File: config.mk
export PLATFORM = sky130hd
export DESIGN_NAME = vmem_seq_flat
export DESIGN_NICKNAME = d
export VERILOG_FILES = /design/src/rtl/cvp14_pkg.sv /design/src/rtl/vmem_seq_if.sv /design/src/rtl/vmem_agu.sv /design/src/rtl/vmem_seq.sv /design/src/flat_wrapper.sv
export SDC_FILE = /design/constraint.sdc
export NUM_CORES = 1
export LEC_CHECK = 0
export ABC_AREA = 0
export CAP_MARGIN = 0
export CORE_AREA = 2 2 82 84
export DETAILED_ROUTE_END_ITERATION = 8
export DIE_AREA = 0 0 84 86
export DONT_BUFFER_PORTS = 1
export SYNTH_ARGS = -nofsm -noshare
export SYNTH_HDL_FRONTEND = slang
export SYNTH_SLANG_ARGS = --single-unit
File: constraint.sdc
create_clock -name clk -period 1.9 [get_ports clk]
set_input_delay 0.095 -clock clk [delete_from_list [all_inputs] [get_ports clk]]
set_output_delay 0.095 -clock clk [all_outputs]
set_load 0.02 [all_outputs]
File: src/rtl/cvp14_pkg.sv
// Shared opcode, vector-length and FSM encoding definitions for the vector memory sequencer.
package cvp14_pkg;

  localparam int VEC_LEN = 16;

  localparam logic [3:0] FUNC_VLD = 4'b0100;
  localparam logic [3:0] FUNC_VST = 4'b0101;

  typedef enum logic [1:0] {
    ST_IDLE       = 2'd0,
    ST_LOAD       = 2'd1,
    ST_LOAD_DRAIN = 2'd2,
    ST_STORE      = 2'd3
  } state_e;

  function automatic logic [15:0] sext_off(input logic [5:0] off);
    return {{10{off[5]}}, off};
  endfunction

endpackage

File: src/rtl/vmem_seq_if.sv
// Decode, data-memory and VRF signals of the vector memory sequencer.
// Handshake: start is a one-cycle request with no ready; it is taken only while busy is low,
// and done pulses once in the final busy cycle of an accepted operation.
interface vmem_seq_if;
  logic        start;
  logic [3:0]  functype;
  logic [15:0] base;
  logic [5:0]  offset;
  logic [2:0]  vreg;
  logic [15:0] vsrc_data;
  logic [15:0] mem_rdata;
  logic        busy;
  logic        done;
  logic [3:0]  elem_idx;
  logic [2:0]  vsrc_reg;
  logic [15:0] mem_addr;
  logic        mem_re;
  logic        mem_we;
  logic [15:0] mem_wdata;
  logic        vrf_we;
  logic [2:0]  vrf_waddr;
  logic [3:0]  vrf_elem;
  logic [15:0] vrf_wdata;

  modport master (
    output start, functype, base, offset, vreg, vsrc_data, mem_rdata,
    input  busy, done, elem_idx, vsrc_reg, mem_addr, mem_re, mem_we, mem_wdata,
           vrf_we, vrf_waddr, vrf_elem, vrf_wdata
  );

  modport slave (
    input  start, functype, base, offset, vreg, vsrc_data, mem_rdata,
    output busy, done, elem_idx, vsrc_reg, mem_addr, mem_re, mem_we, mem_wdata,
           vrf_we, vrf_waddr, vrf_elem, vrf_wdata
  );
endinterface

File: src/rtl/vmem_agu.sv
// Element address generator: latches base+sext(offset) and adds the element counter, 16-bit wrap.
module vmem_agu
  import cvp14_pkg::*;
(
  input  logic        clk,
  input  logic        rst,
  input  logic        load,
  input  logic        step,
  input  logic [15:0] base,
  input  logic [5:0]  offset,
  output logic [15:0] addr,
  output logic [3:0]  idx
);

  logic [15:0] base_off;

  always_ff @(posedge clk or posedge rst) begin
    if (rst) begin
      base_off <= '0;
      idx      <= '0;
    end else if (load) begin
      base_off <= base + sext_off(offset);
      idx      <= '0;
    end else if (step) begin
      idx <= idx + 4'd1;
    end
  end

  assign addr = base_off + {12'd0, idx};

endmodule

File: src/rtl/vmem_seq.sv
// Vector load/store sequencer: walks VEC_LEN elements between data memory and the VRF.
module vmem_seq
  import cvp14_pkg::*;
(
  input  logic        clk,
  input  logic        rst,
  vmem_seq_if.slave   bus,
  output state_e      state_dbg
);

  state_e      state;
  logic        busy_q;
  logic        done_q;
  logic        re_q;
  logic        we_q;
  logic        vrf_we_q;
  logic [3:0]  vrf_elem_q;
  logic [2:0]  vreg_q;
  logic [3:0]  idx;
  logic [15:0] agu_addr;
  logic        op_ok;
  logic        accept;
  logic        last;
  logic        step;

  assign op_ok  = (bus.functype == FUNC_VLD) || (bus.functype == FUNC_VST);
  assign accept = (state == ST_IDLE) && bus.start && op_ok;
  assign last   = (idx == 4'(VEC_LEN - 1));
  assign step   = ((state == ST_LOAD) || (state == ST_STORE)) && !last;

  vmem_agu u_agu (
    .clk    (clk),
    .rst    (rst),
    .load   (accept),
    .step   (step),
    .base   (bus.base),
    .offset (bus.offset),
    .addr   (agu_addr),
    .idx    (idx)
  );

  always_ff @(posedge clk or posedge rst) begin
    if (rst) begin
      state      <= ST_IDLE;
      busy_q     <= 1'b0;
      done_q     <= 1'b0;
      re_q       <= 1'b0;
      we_q       <= 1'b0;
      vrf_we_q   <= 1'b0;
      vrf_elem_q <= '0;
      vreg_q     <= '0;
    end else begin
      case (state)
        ST_IDLE: begin
          done_q     <= 1'b0;
          vrf_we_q   <= 1'b0;
          vrf_elem_q <= '0;
          if (accept) begin
            vreg_q <= bus.vreg;
            busy_q <= 1'b1;
            if (bus.functype == FUNC_VLD) begin
              state <= ST_LOAD;
              re_q  <= 1'b1;
            end else begin
              state <= ST_STORE;
              we_q  <= 1'b1;
            end
          end
        end
        ST_LOAD: begin
          // Read data for the element addressed now arrives next cycle.
          vrf_we_q   <= 1'b1;
          vrf_elem_q <= idx;
          if (last) begin
            state  <= ST_LOAD_DRAIN;
            re_q   <= 1'b0;
            done_q <= 1'b1;
          end
        end
        ST_LOAD_DRAIN: begin
          state      <= ST_IDLE;
          busy_q     <= 1'b0;
          done_q     <= 1'b0;
          vrf_we_q   <= 1'b0;
          vrf_elem_q <= '0;
        end
        ST_STORE: begin
          if (idx == 4'(VEC_LEN - 2)) done_q <= 1'b1;
          if (last) begin
            state  <= ST_IDLE;
            busy_q <= 1'b0;
            we_q   <= 1'b0;
            done_q <= 1'b0;
          end
        end
        default: state <= ST_IDLE;
      endcase
    end
  end

  assign state_dbg     = state;
  assign bus.busy      = busy_q;
  assign bus.done      = done_q;
  assign bus.mem_re    = re_q;
  assign bus.mem_we    = we_q;
  assign bus.mem_addr  = (re_q || we_q) ? agu_addr : '0;
  assign bus.elem_idx  = we_q ? idx : '0;
  assign bus.vsrc_reg  = we_q ? vreg_q : '0;
  assign bus.mem_wdata = we_q ? bus.vsrc_data : '0;
  assign bus.vrf_we    = vrf_we_q;
  assign bus.vrf_waddr = vrf_we_q ? vreg_q : '0;
  assign bus.vrf_elem  = vrf_we_q ? vrf_elem_q : '0;
  assign bus.vrf_wdata = vrf_we_q ? bus.mem_rdata : '0;

endmodule

File: src/flat_wrapper.sv
// flat-port wrapper written by rule: the top's interface ports become plain ports
module vmem_seq_flat import cvp14_pkg::*;
  (clk, rst, state_dbg, bus_start, bus_functype, bus_base, bus_offset, bus_vreg, bus_vsrc_data, bus_mem_rdata, bus_busy, bus_done, bus_elem_idx, bus_vsrc_reg, bus_mem_addr, bus_mem_re, bus_mem_we, bus_mem_wdata, bus_vrf_we, bus_vrf_waddr, bus_vrf_elem, bus_vrf_wdata);
  vmem_seq_if bus_i ();
  input  logic clk;
  input  logic rst;
  output state_e state_dbg;
  input wire logic [$bits(bus_i.start)-1:0] bus_start;
  input wire logic [$bits(bus_i.functype)-1:0] bus_functype;
  input wire logic [$bits(bus_i.base)-1:0] bus_base;
  input wire logic [$bits(bus_i.offset)-1:0] bus_offset;
  input wire logic [$bits(bus_i.vreg)-1:0] bus_vreg;
  input wire logic [$bits(bus_i.vsrc_data)-1:0] bus_vsrc_data;
  input wire logic [$bits(bus_i.mem_rdata)-1:0] bus_mem_rdata;
  output wire logic [$bits(bus_i.busy)-1:0] bus_busy;
  output wire logic [$bits(bus_i.done)-1:0] bus_done;
  output wire logic [$bits(bus_i.elem_idx)-1:0] bus_elem_idx;
  output wire logic [$bits(bus_i.vsrc_reg)-1:0] bus_vsrc_reg;
  output wire logic [$bits(bus_i.mem_addr)-1:0] bus_mem_addr;
  output wire logic [$bits(bus_i.mem_re)-1:0] bus_mem_re;
  output wire logic [$bits(bus_i.mem_we)-1:0] bus_mem_we;
  output wire logic [$bits(bus_i.mem_wdata)-1:0] bus_mem_wdata;
  output wire logic [$bits(bus_i.vrf_we)-1:0] bus_vrf_we;
  output wire logic [$bits(bus_i.vrf_waddr)-1:0] bus_vrf_waddr;
  output wire logic [$bits(bus_i.vrf_elem)-1:0] bus_vrf_elem;
  output wire logic [$bits(bus_i.vrf_wdata)-1:0] bus_vrf_wdata;
  assign bus_i.start = bus_start;
  assign bus_i.functype = bus_functype;
  assign bus_i.base = bus_base;
  assign bus_i.offset = bus_offset;
  assign bus_i.vreg = bus_vreg;
  assign bus_i.vsrc_data = bus_vsrc_data;
  assign bus_i.mem_rdata = bus_mem_rdata;
  assign bus_busy = bus_i.busy;
  assign bus_done = bus_i.done;
  assign bus_elem_idx = bus_i.elem_idx;
  assign bus_vsrc_reg = bus_i.vsrc_reg;
  assign bus_mem_addr = bus_i.mem_addr;
  assign bus_mem_re = bus_i.mem_re;
  assign bus_mem_we = bus_i.mem_we;
  assign bus_mem_wdata = bus_i.mem_wdata;
  assign bus_vrf_we = bus_i.vrf_we;
  assign bus_vrf_waddr = bus_i.vrf_waddr;
  assign bus_vrf_elem = bus_i.vrf_elem;
  assign bus_vrf_wdata = bus_i.vrf_wdata;
  vmem_seq u_core (.clk(clk), .rst(rst), .bus(bus_i), .state_dbg(state_dbg));
endmodule
==> flow_metrics.env, run 1 <==
export IMPL_cts_buffers=5
export IMPL_status="finished with violations"
export IMPL_synth_cell_area_mm2=0.00276
export IMPL_diodes=0
export IMPL_core_area_mm2=0.00628
export IMPL_synth_seq_cells=34
export IMPL_dpl_hpwl_mm=5.52
export IMPL_post_route_period_util_pct=119
export IMPL_yosys_area_top_type_share_pct=30.8
export IMPL_netlist_instances=340
export IMPL_report_final_slew_viol_count=0
export IMPL_cts_tree="built"
export IMPL_clk_pin_slew_ns=0.07
export IMPL_p_int_mw=2.99
export IMPL_die_w_um=84
export IMPL_die_area_mm2=0.00722
export IMPL_peakVddDrop_mv=1.05
export IMPL_antenna_found_initial=0
export IMPL_syn_num_nets=427
export IMPL_clk_latency_ns=0.29
export IMPL_first_pass_iters=5
export IMPL_worstSetupPathType="flop to primary output"
export IMPL_placed_area_mm2=0.00305
export IMPL_p_leak_nw=1.52
export IMPL_switching_share_pct=48.2
export IMPL_worstMarginPinSlew_ns=0.647
export IMPL_synth_warnings=0
export IMPL_layout_drive_gt1_share_pct=16.5
export IMPL_cts_root_buffer="clkbuf_8"
export IMPL_regArea_um2=851
export IMPL_grt_pass1_vias=2367
export IMPL_place_inst=432
export IMPL_start_util_pct=44.0
export IMPL_synth_area_leaders="dfrtp_1, and2_1, ha_1"
export IMPL_layoutNonFillerInstCount=447
export IMPL_switchingPower_mw=2.78
export IMPL_grt_pass1_wl_mm=11.1
export IMPL_wl_per_cell_um=15.6
export IMPL_fin_area_mm2=0.00332
export IMPL_die_height_um=86
export IMPL_cpPeakStageDelay_ns=0.36
export IMPL_synth_edf_count=0
export IMPL_crit_chain="ha_2 -> inv_2 -> fa_2 -> nor2b_4 -> o21ai_2 -> a21oi_4 -> nand4_1 -> xor2_1 -> nor2_2"
export IMPL_fin_crit_ns=2.26
export IMPL_async_flop_share_pct=100
export IMPL_via_count=2434
export IMPL_failed_checks="negative setup slack"
export IMPL_track_usage_pct=19.1
export IMPL_avgSynthCellArea_um2=8.12
export IMPL_cts_num_sinks=34
export IMPL_cts_buffer_depth=2
export IMPL_row_count=29
export IMPL_drc_errors=0
export IMPL_worst_ep_required_time_ns=1.80
export IMPL_critPathMaxFanout=4
export IMPL_skew_ns=0.00843
export IMPL_fillers=597
export IMPL_nNetsFinal=456
export IMPL_cts_max_level=2
export IMPL_share_comb_of_total_power_pct=61.5
export IMPL_hold_class="primary input to flop"
export IMPL_setup_ws_ns=-0.360
export IMPL_synthDistinctLibCells=39
export IMPL_hold_viol=0
export IMPL_slew_headroom_pct=56.9
export IMPL_synth_ff_type="dfrtp_1"
export IMPL_drtAntennaViolNets=0
export IMPL_yosysTopAreaCell="dfrtp_1"
export IMPL_grt_max_degree=37
export IMPL_worst_setup_path_end_kind="primary output"
export IMPL_num_io_pins=133
export IMPL_synth_most_common_cell="and2_1"
export IMPL_synthToLayoutAreaGrowth_pct=20.3
export IMPL_max_freq_mhz=442
export IMPL_ys_seq_area_share_pct=30.8
export IMPL_rsz0062_at_grt="true"
export IMPL_cpMaxStageDelayCell="fa_2"
export IMPL_pwr_share_clk_pct=13.9
export IMPL_seqPwrFrac_pct=24.6
export IMPL_setup_viol=13
export IMPL_p_per_area_mw_per_mm2=1740
export IMPL_drt_iter0_markers=59
export IMPL_arrival_ns=2.17
export IMPL_viasPerCell=5.45
export IMPL_port_buffers=0
export IMPL_routed_wirelength_mm=6.99
export IMPL_gp_congestion=0.889
export IMPL_start_kind="flop"
export IMPL_synth_common_cells="and2_1, nand2_1, dfrtp_1"
export IMPL_overflow=0
export IMPL_cap_violations=0
export IMPL_multi_input_area_mm2=0.00191
state kept, by name, indices dropped and copies added (netlist names):
name                   count
u_core.bus.vrf_we          1
u_core.bus.done            1
u_core.state_dbg           2
u_core.u_agu.idx           4
u_core.vrf_elem_q          4
u_core.bus.mem_we          1
u_core.u_agu.base_off     16
u_core.bus.mem_re          1
u_core.bus.busy            1
u_core.vreg_q              3
stage by stage:
step / utilization, % / power (mW) / hold WS (ns) / setup WS, ns / TNS (ns)
after floorplan: - / 3.74 / 0.200 / -0.102 / -0.289
after global placement: 48.6 / 4.69 / 0.112 / -0.116 / -0.262
after detailed placement: 48.6 / 4.73 / 0.116 / -0.153 / -0.435
after CTS: 52.3 / 5.70 / 0.0398 / -0.397 / -3.89
after global routing: 52.9 / 6.19 / 0.0752 / -0.501 / -5.31
final: 52.9 / 5.77 / 0.0377 / -0.360 / -3.73
repair_timing:
| action | 4_1_cts | 5_1_grt |
|---|---|---|
| setup endpoints to repair | 13 | 14 |
| gates cloned | 0 | 0 |
| setup buffers | 2 | 1 |
| gates resized for setup | 8 | 5 |
| hold endpoints to repair | 37 | 0 |
| pin swaps | 10 | 5 |
| hold buffers | 4 | 0 |
worst max-delay path: cells and delay by family, from the launching register on:
| kind | cells | cell delay, ns |
|---|---|---|
| and+or+nand+nor | 3 | 0.50 |
| adders and majority gates | 2 | 0.55 |
| buffers and inverters | 1 | 0.04 |
| DFF | 1 | 0.35 |
| AOI/OAI and AO/OA | 2 | 0.27 |
| xor gates and xnor gates | 1 | 0.17 |
cell usage in the layout (no fill, tap or decap), types with 5 or more instances in the layout:
cell type / n
dfrtp_1: 34
ha_1: 19
nand3_1: 7
a21oi_1: 15
clkbuf_8: 5
nand2_1: 43
nor2_1: 21
xnor2_1: 13
a21o_1: 7
buf_4: 26
o21ai_0: 17
inv_1: 13
and2_1: 49
mux2i_1: 5
and3_1: 5
xor2_1: 14
nor2_2: 9
worst paths after layout:
kind,to,depth (start not counted),start,slack (ns)
max,bus_mem_addr[14],9,u_core.u_agu.base_off[0],-0.36
min,u_core.u_agu.base_off[0],3,bus_base[0],0.04
max reg2reg,u_core.u_agu.idx[3],7,u_core.u_agu.idx[0],0.24
min reg2reg,u_core.vreg_q[0],2,u_core.vreg_q[0],0.51
max in group asynchronous,u_core.vreg_q[0],3,rst,1.24
min in group asynchronous,u_core.u_agu.base_off[15],3,rst,0.34
logic make-up (layout without fill, tap and decap cells):
logic type | count (synthesis) | after routing | synth area share (%)
simple gates | 161 | 161 | 29.5
flops | 34 | 34 | 30.8
mux | 5 | 5 | 1.81
xor+xnor | 28 | 28 | 8.88
compound gates | 64 | 64 | 14.6
fa+ha+maj | 23 | 23 | 11.0
buf+inv | 25 | 55 | 3.40
area by class of cell:
class	instances	area share, %
multi-input cells	281	57.6
repair buffers	33	8.10
clock inverters	3	2.07
well taps	77	2.90
flip-flops and latches	34	25.6
clock buffers	5	2.07
inverters	14	1.58
metal layers:
layer	track usage [%]	vias to the layer above	share of wire, %	wire length, um
li1	-	1208	-	-
met3	3.85	12	5.7	395
met1	21.6	1115	40	2810
met2	35.8	99	52	3620
met4	7.04	0	2.2	157
met5	0	-	0	0
power groups by stage:
stage / registers (mW) / logic [mW] / clock network, mW
finish: 1.42 / 3.55 / 0.801
global placement: 1.41 / 3.28 / 0
global route: 1.48 / 3.85 / 0.855
CTS: 1.42 / 3.45 / 0.823
floorplan: 1.40 / 2.34 / 0
detailed placement: 1.42 / 3.31 / 0
Note: power is estimated with default switching activity, not from simulation.
==> inputs of run 2 (changes only) <==
Settings changed: HOLD_SLACK_MARGIN from default to 0.08.
==> flow_metrics.env, run 2 (synthesis gave the netlist of run 1 again) <==
export IMPL_status="finished with violations"
export IMPL_clk_pin_slew_ns=0.07
export IMPL_row_count=29
export IMPL_largest_register="u_core.u_agu.base_off"
export IMPL_synthToLayoutAreaGrowth_pct=20.6
export IMPL_top_regs="u_core.u_agu.base_off: 16 flops, u_core.u_agu.idx: 4 flops, u_core.vrf_elem_q: 4 flops"
export IMPL_cts_num_sinks=34
export IMPL_gp_congestion=0.889
export IMPL_start_util_pct=44.0
export IMPL_grt_pass1_vias=2367
export IMPL_start_kind="flop"
export IMPL_slew_headroom_pct=56.8
export IMPL_use_met2_pct=35.8
export IMPL_use_met1_pct=21.5
export IMPL_drt_iter0_markers=59
export IMPL_seqPwrFrac_pct=24.6
export IMPL_port_buffers=0
export IMPL_drtAntennaViolNets=0
export IMPL_via_count=2430
export IMPL_die_height_um=86
export IMPL_layout_drive_gt1_share_pct=16.4
export IMPL_nNetsFinal=457
export IMPL_first_pass_iters=5
export IMPL_worstSetupPathType="flop to primary output"
export IMPL_failed_checks="negative setup slack"
export IMPL_pre_cts_slack_ns=-0.153
export IMPL_cp_startpoint="u_core.u_agu.base_off[0]"
export IMPL_max_freq_mhz=443
export IMPL_place_inst=432
export IMPL_report_final_slew_viol_count=0
export IMPL_diodes=0
export IMPL_worst_setup_path_end_kind="primary output"
export IMPL_routed_wirelength_mm=7.01
export IMPL_critPathMaxFanout=4
export IMPL_wl_per_cell_um=15.6
export IMPL_worstMarginPinSlew_ns=0.648
export IMPL_grt_pass1_wl_mm=11.1
export IMPL_setup_viol=13
export IMPL_track_usage_pct=19.1
export IMPL_cts_buffer_depth=2
export IMPL_cts_buffers=5
export IMPL_core_area_mm2=0.00628
export IMPL_grt_busiest_layer="met2"
export IMPL_fin_area_mm2=0.00333
export IMPL_final_cell_mix="and2_1, nand2_1, dfrtp_1"
export IMPL_pwr_share_clk_pct=13.8
export IMPL_largest_reg_flops=16
export IMPL_skew_ns=0.00721
export IMPL_overflow=0
export IMPL_setup_ws_ns=-0.356
export IMPL_die_w_um=84
export IMPL_post_route_period_util_pct=119
export IMPL_hp_start="bus_offset[5]"
export IMPL_viasPerCell=5.42
export IMPL_placed_area_mm2=0.00305
export IMPL_p_per_area_mw_per_mm2=1730
export IMPL_hold_viol=0
export IMPL_die_area_mm2=0.00722
export IMPL_cts_tree="built"
export IMPL_num_io_pins=133
export IMPL_rsz0062_at_grt="true"
export IMPL_cap_violations=0
export IMPL_share_comb_of_total_power_pct=61.5
export IMPL_dpl_hpwl_mm=5.52
export IMPL_mostFrequentLayoutCell="and2_1"
export IMPL_fin_crit_ns=2.26
export IMPL_worst_ep_required_time_ns=1.80
export IMPL_arrival_ns=2.16
export IMPL_switching_share_pct=48.2
export IMPL_drc_errors=0
export IMPL_met3_usage_pct=3.85
export IMPL_clk_latency_ns=0.29
export IMPL_p_leak_nw=1.53
export IMPL_grt_max_degree=37
export IMPL_switchingPower_mw=2.78
export IMPL_hold_class="primary input to flop"
export IMPL_p_int_mw=2.99
export IMPL_antenna_found_initial=0
export IMPL_cts_root_buffer="clkbuf_8"
export IMPL_cts_max_level=2
export IMPL_crit_reg2reg_launch="u_core.u_agu.idx[0]"
export IMPL_peakVddDrop_mv=1.04
export IMPL_layoutNonFillerInstCount=448
## run 2: cell count changes in the layout (fill, tap and decap cells not counted), sizes merged
cell         delta
dlygate4sd3     +1
## run 2: final cells by class
class                           count  area [um^2]
Clock inverter                      3         68.8
Timing Repair Buffer               34          279
Fill cell                         597         2950
Tap cell                           77         96.3
Clock buffer                        5         68.8
Multi-Input combinational cell    281         1910
Sequential cell                    34          851
Inverter                           14         52.6
## run 2: final timing paths
kind	endpoint	slack, ns	cells after the start
max	bus_mem_addr[14]	-0.36	9
min	u_core.u_agu.base_off[15]	0.11	3
max reg2reg	u_core.u_agu.idx[3]	0.23	7
min reg2reg	u_core.vreg_q[0]	0.51	2
max in group asynchronous	u_core.vreg_q[0]	1.24	3
min in group asynchronous	u_core.u_agu.base_off[15]	0.34	3
## run 2: what timing repair did
action,in CTS,in global routing
resized for setup,8,5
setup endpoints to repair,13,14
hold endpoints to repair,38,0
hold buffers,5,0
pin swaps,10,5
buffers inserted,2,1
## run 2: metrics by stage
step / setup TNS (ns) / power, mW / hold slack (ns) / util (%)
4_1_cts: -3.89 / 5.70 / 0.109 / 52.5
6_report: -3.68 / 5.77 / 0.108 / 53.1
3_5_place_dp: -0.435 / 4.73 / 0.116 / 48.6
2_1_floorplan: -0.289 / 3.74 / 0.200 / -
3_3_place_gp: -0.262 / 4.69 / 0.112 / 48.6
5_1_grt: -5.31 / 6.19 / 0.132 / 53.1
## run 2: metal layers
metal	part of all wire (%)	wire length, um
met5	0	0
met4	2.0	142
met3	5.5	382
met2	52	3670
met1	40	2810
## run 2: power groups by stage
stage / logic [mW] / clock network [mW] / registers [mW]
3_3_place_gp: 3.28 / 0 / 1.41
2_1_floorplan: 2.34 / 0 / 1.40
3_5_place_dp: 3.31 / 0 / 1.42
6_report: 3.55 / 0.797 / 1.42
4_1_cts: 3.46 / 0.823 / 1.42
5_1_grt: 3.86 / 0.855 / 1.48
## run 2: worst max-delay path, cell delays in order, from the launching register on
cell     delay [ns]
dfrtp_1        0.35
ha_2           0.19
inv_2          0.04
fa_2           0.36
nor2b_4        0.14
o21ai_2        0.09
a21oi_4        0.17
nand4_1        0.12
xor2_1         0.17
nor2_2         0.24
==> inputs of run 3 (changes only) <==
--- a/constraint.sdc
+++ b/constraint.sdc
@@ -3,2 +3,2 @@
 set_output_delay 0.095 -clock clk [all_outputs]
-set_load 0.02 [all_outputs]
+set_load 0.005 [all_outputs]
==> flow_metrics.env, run 3 (synthesis gave the netlist of run 1 again) <==
export IMPL_start_kind="flop"
export IMPL_setup_ws_ns=-0.238
export IMPL_largest_register="u_core.u_agu.base_off"
export IMPL_antenna_found_initial=0
export IMPL_cts_max_level=2
export IMPL_seqPwrFrac_pct=32.1
export IMPL_largest_reg_flops=16
export IMPL_die_height_um=86
export IMPL_placed_area_mm2=0.00292
export IMPL_row_count=29
export IMPL_worstMarginPinSlew_ns=0.539
export IMPL_slew_headroom_pct=64.0
export IMPL_worst_setup_path_end_kind="primary output"
export IMPL_core_area_mm2=0.00628
export IMPL_drc_errors=0
export IMPL_nNetsFinal=443
export IMPL_wl_met3_um=331
export IMPL_grt_pass1_wl_mm=10.3
export IMPL_drtAntennaViolNets=0
export IMPL_failed_checks="negative setup slack"
export IMPL_dpl_hpwl_mm=5.00
export IMPL_overflow=0
export IMPL_top_regs="u_core.u_agu.base_off: 16 flops, u_core.u_agu.idx: 4 flops, u_core.vrf_elem_q: 4 flops"
export IMPL_wl_met1_mm=2.65
export IMPL_die_w_um=84
export IMPL_cap_violations=0
export IMPL_hold_class="primary input to flop"
export IMPL_fillers=615
export IMPL_drt_iter0_markers=57
export IMPL_final_cell_mix="and2_1, nand2_1, dfrtp_1"
export IMPL_rsz0062_at_grt="true"
export IMPL_gp_congestion=0.842
export IMPL_hold_viol=0
export IMPL_pre_cts_slack_ns=-0.0438
export IMPL_port_buffers=0
export IMPL_viasPerCell=5.49
export IMPL_post_route_period_util_pct=113
export IMPL_worstSetupPathType="flop to primary output"
export IMPL_switchingPower_mw=1.84
export IMPL_grt_pass1_vias=2272
export IMPL_skew_ns=0.0136
export IMPL_cts_num_sinks=34
export IMPL_num_io_pins=133
export IMPL_p_leak_nw=1.44
export IMPL_fin_area_mm2=0.00314
export IMPL_clk_latency_ns=0.29
export IMPL_track_usage_pct=17.5
export IMPL_share_comb_of_total_power_pct=52.7
export IMPL_switching_share_pct=42.7
export IMPL_wl_per_cell_um=14.6
export IMPL_pwr_share_clk_pct=15.1
export IMPL_hold_slack_ns=0.0992
export IMPL_p_int_mw=2.47
export IMPL_p_per_area_mw_per_mm2=1370
export IMPL_cts_root_buffer="clkbuf_8"
export IMPL_status="finished with violations"
export IMPL_critPathMaxFanout=4
export IMPL_fin_crit_ns=2.14
export IMPL_arrival_ns=2.04
export IMPL_die_area_mm2=0.00722
export IMPL_cts_tree="built"
export IMPL_grt_max_degree=37
export IMPL_max_freq_mhz=468
export IMPL_report_final_slew_viol_count=0
export IMPL_clk_pin_slew_ns=0.08
export IMPL_via_count=2381
export IMPL_worst_ep_required_time_ns=1.80
export IMPL_top_layer_used="met4"
export IMPL_wl_met2_mm=3.28
export IMPL_start_util_pct=44.0
export IMPL_layout_drive_gt1_share_pct=10.4
export IMPL_peakVddDrop_mv=0.593
export IMPL_diodes=0
export IMPL_setup_viol=12
export IMPL_mostFrequentLayoutCell="and2_1"
export IMPL_first_pass_iters=6
export IMPL_cts_buffers=5
export IMPL_routed_wirelength_mm=6.34
export IMPL_synthToLayoutAreaGrowth_pct=13.5
export IMPL_cts_buffer_depth=2
run 3: cell type report:
cell class / instances / area, um^2 / share of cell area (%)
Tap cell: 77 / 96.3 / 3.07
Clock buffer: 5 / 68.8 / 2.19
Multi-Input combinational cell: 281 / 1860 / 59.5
Sequential cell: 34 / 851 / 27.1
Clock inverter: 3 / 40.0 / 1.28
Inverter: 14 / 52.6 / 1.68
Timing Repair Buffer: 20 / 163 / 5.19
run 3: power by group through the flow:
| stage | combinational [mW] | sequential, mW | clock, mW |
|---|---|---|---|
| after floorplan | 1.60 | 1.34 | 0 |
| after global placement | 2.11 | 1.38 | 0 |
| after detailed placement | 2.13 | 1.40 | 0 |
| after CTS | 2.25 | 1.38 | 0.674 |
| after global routing | 2.55 | 1.45 | 0.710 |
| final | 2.27 | 1.38 | 0.652 |
run 3: path summary, 6_finish.rpt:
check | endpoint | cells after the start | start | slack (ns)
max in group asynchronous | u_core.vreg_q[0] | 3 | rst | 1.24
worst min-delay path | u_core.u_agu.base_off[15] | 3 | bus_offset[5] | 0.1
worst max register to register | u_core.u_agu.idx[3] | 7 | u_core.u_agu.idx[0] | 0.20
worst max-delay path | bus_mem_addr[14] | 9 | u_core.u_agu.idx[0] | -0.24
min in group asynchronous | u_core.u_agu.idx[2] | 3 | rst | 0.34
worst min register to register | u_core.vreg_q[2] | 2 | u_core.vreg_q[2] | 0.49
run 3: layer usage:
layer / GRT usage (%) / vias to the layer above
met5: 0 / -
met4: 4.84 / 0
met1: 19.4 / 1111
li1: - / 1180
met3: 4.33 / 8
met2: 33.2 / 82
run 3: through the flow:
step	setup TNS [ns]	utilization, %	total power [mW]	instances
finish	-2.09	50.0	4.30	434
global route	-3.83	50.0	4.71	434
CTS	-2.58	49.5	4.31	434
detailed placement	-0.0438	46.4	3.53	418
global placement	-0.00966	46.4	3.49	418
floorplan	0	-	2.94	340
run 3: what timing repair did:
item,4_1_cts,5_1_grt
buffers inserted,3,0
resized for setup,5,5
hold endpoints to repair,38,0
hold buffers,5,0
pin swaps,13,9
endpoints found under the setup margin,12,13
run 3: critical path, cell delays in order (launching register included):
cell and delay, ns:
dfrtp_1 0.36, ha_2 0.19, inv_2 0.04, fa_2 0.36, nor2b_4 0.13, o21ai_2 0.08
a21oi_4 0.18, nand4_1 0.13, xor2_1 0.15, nor2_1 0.12
